==> src/rtl/branch_predictor.sv <==
// Direct-mapped branch target buffer with 2-bit saturating direction counters.
// Lookup (IF) and mispredict detection (EX/MEM) are combinational; the table
// and the saturating performance counters update on the rising clock edge.
module branch_predictor #(
   parameter int         ADDR_LEN   = 32,
   parameter int         INDEX_BITS = 4,
   parameter logic [1:0] CNT_INIT   = 2'b01,
   parameter int         STAT_WIDTH = 16
) (
   input  logic                  clk,
   input  logic                  rst,
   // lookup port (IF)
   input  logic [ADDR_LEN-1:0]   lookup_pc,
   output logic                  pred_hit,
   output logic                  pred_taken,
   output logic [ADDR_LEN-1:0]   pred_target,
   // update port (resolving stage)
   input  logic                  upd_valid,
   input  logic [ADDR_LEN-1:0]   upd_pc,
   input  logic                  upd_is_branch,
   input  logic                  upd_taken,
   input  logic [ADDR_LEN-1:0]   upd_target,
   input  logic                  upd_pred_taken,
   input  logic [ADDR_LEN-1:0]   upd_pred_target,
   output logic                  mispredict,
   output logic [ADDR_LEN-1:0]   correct_pc,
   // statistics
   input  logic                  stat_clear,
   output logic [STAT_WIDTH-1:0] stat_branches,
   output logic [STAT_WIDTH-1:0] stat_mispredicts
);

   localparam int TAG_BITS = ADDR_LEN - INDEX_BITS - 2;
   localparam int ENTRIES  = 2 ** INDEX_BITS;

   // table state, one slot per index
   logic [ENTRIES-1:0]  r_valid;
   logic [ENTRIES-1:0]  r_is_jump;
   logic [1:0]          r_cnt    [ENTRIES];
   logic [TAG_BITS-1:0] r_tag    [ENTRIES];
   logic [ADDR_LEN-1:0] r_target [ENTRIES];

   logic [STAT_WIDTH-1:0] r_stat_br;
   logic [STAT_WIDTH-1:0] r_stat_mp;

   logic [INDEX_BITS-1:0] w_lk_idx;
   logic [TAG_BITS-1:0]   w_lk_tag;
   logic [INDEX_BITS-1:0] w_up_idx;
   logic [TAG_BITS-1:0]   w_up_tag;
   logic                  w_up_hit;
   logic                  w_unused;

   assign w_lk_idx = lookup_pc[INDEX_BITS+1:2];
   assign w_lk_tag = lookup_pc[ADDR_LEN-1:INDEX_BITS+2];
   assign w_up_idx = upd_pc[INDEX_BITS+1:2];
   assign w_up_tag = upd_pc[ADDR_LEN-1:INDEX_BITS+2];
   assign w_up_hit = r_valid[w_up_idx] && (r_tag[w_up_idx] == w_up_tag);

   // byte offset of the PC never selects anything in the table
   assign w_unused = ^{lookup_pc[1:0], upd_pc[1:0]};

   // lookup: reads registered state only, so a same-cycle update is not bypassed
   always_comb begin
      // NOTE: every output of a combinational block gets a default first so no
      // path can leave it unassigned and infer a latch.
      pred_hit    = 1'b0;
      pred_taken  = 1'b0;
      pred_target = lookup_pc + ADDR_LEN'(4);
      if (r_valid[w_lk_idx] && (r_tag[w_lk_idx] == w_lk_tag)) begin
         pred_hit   = 1'b1;
         pred_taken = r_is_jump[w_lk_idx] || r_cnt[w_lk_idx][1];
         if (pred_taken) begin
            pred_target = r_target[w_lk_idx];
         end
      end
   end

   // mispredict: wrong direction, or taken to a different target
   always_comb begin
      mispredict = upd_valid &&
                   ((upd_pred_taken != upd_taken) ||
                    (upd_taken && (upd_pred_target != upd_target)));
      correct_pc = upd_taken ? upd_target : (upd_pc + ADDR_LEN'(4));
   end

   // table update: train on a hit, allocate/replace only on a taken miss
   always_ff @(posedge clk) begin
      if (rst) begin
         // NOTE: the table is a handful of flops, not a RAM, and every field is
         // cleared so the counters start at a known bias.
         for (int i = 0; i < ENTRIES; i++) begin
            r_cnt[i]    <= CNT_INIT;
            r_tag[i]    <= '0;
            r_target[i] <= '0;
         end
         r_valid   <= '0;
         r_is_jump <= '0;
      end else if (upd_valid) begin
         if (w_up_hit) begin
            // NOTE: non-blocking assignments so every register samples the
            // pre-edge state, independent of statement order.
            if (upd_taken) begin
               if (r_cnt[w_up_idx] != 2'b11) r_cnt[w_up_idx] <= r_cnt[w_up_idx] + 2'd1;
               r_target[w_up_idx] <= upd_target;
            end else if (r_cnt[w_up_idx] != 2'b00) begin
               r_cnt[w_up_idx] <= r_cnt[w_up_idx] - 2'd1;
            end
            r_is_jump[w_up_idx] <= ~upd_is_branch;
         end else if (upd_taken) begin
            r_valid[w_up_idx]   <= 1'b1;
            r_tag[w_up_idx]     <= w_up_tag;
            r_target[w_up_idx]  <= upd_target;
            r_is_jump[w_up_idx] <= ~upd_is_branch;
            r_cnt[w_up_idx]     <= 2'b10;
         end
      end
   end

   // performance counters: saturate at all-ones, clear beats increment
   always_ff @(posedge clk) begin
      if (rst || stat_clear) begin
         r_stat_br <= '0;
         r_stat_mp <= '0;
      end else if (upd_valid) begin
         if (r_stat_br != '1) r_stat_br <= r_stat_br + STAT_WIDTH'(1);
         if (mispredict && (r_stat_mp != '1)) r_stat_mp <= r_stat_mp + STAT_WIDTH'(1);
      end
   end

   assign stat_branches    = r_stat_br;
   assign stat_mispredicts = r_stat_mp;

endmodule
==> config.mk <==
export PLATFORM = sky130hd
export DESIGN_NAME = branch_predictor
export DESIGN_NICKNAME = d
export VERILOG_FILES = /design/src/rtl/branch_predictor.sv
export SDC_FILE = /design/constraint.sdc
export NUM_CORES = 2
export LEC_CHECK = 0
export BUFFER_PORTS_ARGS = -buffer_cell sky130_fd_sc_hd__buf_4
export CAP_MARGIN = 20
export CORE_MARGIN = 3
export CORE_UTILIZATION = 50
export DETAILED_ROUTE_END_ITERATION = 10
export PLACE_DENSITY_LB_ADDON = 0.05
export RECOVER_POWER = 50
export SYNTH_ARGS = -nofsm -noshare
export SYNTH_HDL_FRONTEND = slang
export SYNTH_SLANG_ARGS = --single-unit
==> constraint.sdc <==
create_clock -name clk -period 5.29 [get_ports clk]
set_input_delay 0 -clock clk [delete_from_list [all_inputs] [get_ports clk]]
set_output_delay 0 -clock clk [all_outputs]
set_load 0.005 [all_outputs]
==> reports/metrics.cfg <==
[placed_design]
place_area_um2 = 57600
place_ws_ps = 371
place.gp.congestion = 0.981
portBuffers = 233
dpl.hpwl_um = 124000

[logic_synthesis]
synth_enable_flop_cells = 960
mappedNetlistNets = 4048
synth_warnings = 0
synth.area.top_cells = edfxtp_1 (53%), mux4_2 (14%), and2_1 (6.7%), and3_1 (4.8%), mux2i_1 (2.9%)
ys_seq_elements = 1024
synth.distinct_cells = 77
async_reset_ff_share_pct = 0
yosys.area.top_type_share_pct = 53.4
synth_area_leader_cell = edfxtp_1
avgSynthCellArea_um2 = 13.8
synthTopCellsByCount = edfxtp_1 (960), and2_1 (578), and3_1 (418)
synth_area_um2 = 53900
seq_area_frac_synth_pct = 55.8
synth.most_common_cell = edfxtp_1
synth-main-ff-cell = edfxtp_1
postSynthCellCount = 3906

[pwr]
pwr_density_cell_nw_per_um2 = 321
peakVddDrop_v = 0.000246
p_total_w = 0.0197
p_leak_nw = 23.0

[drt]
ant_nets = 0
firstDrtPassIters = 6
drt-vias-per-instance = 6.77
num_vias = 37600
top_layer_used = met5
dr_wl_met2_um = 85100
wire_per_inst_um = 35.5
first_iter_violations = 5335
wl_met1_um = 79700
drc_errors = 0
wl_met3_um = 24400
drt-total-wl_um = 197000

[worst_setup_path]
cp_slowest_cell = and3_1
cpPeakStageDelay_ps = 820
cp_common_cell = a311oi_1
startpoint_type = flip-flop
end_kind = flip-flop
r2r_start = r_tag[14][22]
cp_data_required_time_ps = 5930
cp.arrival_ps = 5670
regToRegSetupSlack_ps = 260
crit_chain = mux4_2 > a22o_1 > a221oi_2 > xnor2_1 > or4_4 > a2111oi_4 > and3_1 > buf_4 > a311oi_1 > a311oi_1 > dlygate4sd3_1
crit_fanout = 16
crit_path_start = r_tag[14][22]
critPathKind = reg2reg

[cts]
cts_tree = built
htreeDepth = 3
clockBufferDepth = 3
clk_pin_slew_ps = 60
clockRootBuffer = clkbuf_16
clkSinkCount = 1024
cts_buffers = 108
post_cts_buffers = 0
clock_latency_ps = 700
cts-resized-gates = 0
hold_buffers = 62

[floorplan]
ioPinCount = 234
die_area_um2 = 112000
start_util_pct = 50.8
core_area_um2 = 106000
rows = 119
die_h_um = 334
die_x_um = 334

[job]
max-cap-violations = 27

[sta]
hold_violations = 0
slew_headroom_pct = -89.0
rsz0062_at_grt = false
skew_ps = 20.8
worst-slew-pin-transition_ps = 2820
setup_viol = 0
timing.final.ws_setup_ps = 257
final-max-slew-violation-count = 828
final.setup.tns_ps = 0
fmax_ghz = 0.199
period_share_pct = 95.1
fin_crit_ps = 5030

[run_status]
violations = max-capacitance violations, max-slew violations
outcome = complete, but fails checks

[cells_and_area]
nets = 4205
area_delta_synth_final_pct = 13.8
num-fill-cells = 8474
drive_above_1_share_pct = 23.4
multiInputGateArea_um2 = 22100
fin_area_um2 = 61400
regArea_um2 = 30100

[grt]
grt_pass1_vias = 37000
grt_pass1_wl_um = 278000
grt_max_degree = 94
overflow = 0
grtUsageTotal_pct = 34.9
antenna_found_initial = 13

[min_path]
worstHoldStart = upd_pred_taken
hold_class = in2reg

sequential cells by signal, summed over array words and instances, names as in the netlist:
name              flops
r_cnt                32
r_tag               416
r_valid              16
stat_branches        16
stat_mispredicts     16
r_is_jump            16
r_target            512
stage by stage:
stage	hold slack, ps	util, %	std cells
3_5_place_dp	303	54.2	5279
3_3_place_gp	298	54.2	5278
2_1_floorplan	129	-	3906
5_1_grt	126	57.8	5545
4_1_cts	65.0	58.2	5542
6_report	94.0	57.8	5549
path summary, 6_finish.rpt:
| kind | to | cells after the start |
|---|---|---|
| setup / recovery | r_is_jump[15] | 11 |
| hold / removal | stat_mispredicts[11] | 6 |
| hold reg to reg | r_valid[4] | 1 |
| setup reg to reg | r_is_jump[15] | 11 |
critical path, delay by kind of cell (launching register included):
| family | cells | cell delay (ps) |
|---|---|---|
| compound gates | 5 | 1250 |
| flops | 1 | 460 |
| xor+xnor | 1 | 260 |
| buf+inv | 2 | 970 |
| mux | 1 | 530 |
| simple gates | 2 | 1490 |
power breakdown:
part / leakage (nW) / switching [W] / total (W) / internal (W)
Clock: 1.78 / 0.00330 / 0.00785 / 0.00455
Combinational: 11.6 / 0.00144 / 0.00239 / 0.000952
Sequential: 9.67 / 0.000191 / 0.00945 / 0.00926
logic make-up after synthesis:
kind of cell | synth area share, %
and+or+nand+nor | 15.4
DFF | 55.8
muxes | 18.8
buffers and inverters | 3.41
AOI/OAI and AO/OA | 3.90
xor gates and xnor gates | 2.55
adders and majority gates | 0.162
layout make-up:
class | instances | area share, %
sequential | 1024 | 49.0
multi-input combinational | 2460 | 36.0
timing repair buffer | 449 | 6.15
clock buffer | 144 | 4.87
tap | 1391 | 2.83
clock inverter | 57 | 1.01
inverter | 20 | 0.122
antenna | 4 | 0.0163
placed cells by master (no fill, tap or decap), types with 26 or more instances in the layout:
master	instances
a21oi_1	38
a22oi_1	26
a311oi_1	32
and2_0	221
and2_1	357
and3_1	418
buf_12	30
buf_4	277
clkbuf_1	52
clkbuf_16	110
dfxtp_1	64
dlygate4sd3_1	62
edfxtp_1	960
mux2_2	62
mux2i_1	154
mux4_2	345
nand2_1	114
nand3_1	61
nor2_1	102
nor3_1	36
o21ai_0	56
xnor2_1	71
xor2_1	86
per-layer routing:
metal	global-route usage, %	up-vias
met2	50.9	2599
met4	11.3	6
met5	0	-
met1	51.1	19400
met3	9.56	397
li1	-	15200
Note: power is estimated with default switching activity, not from simulation.
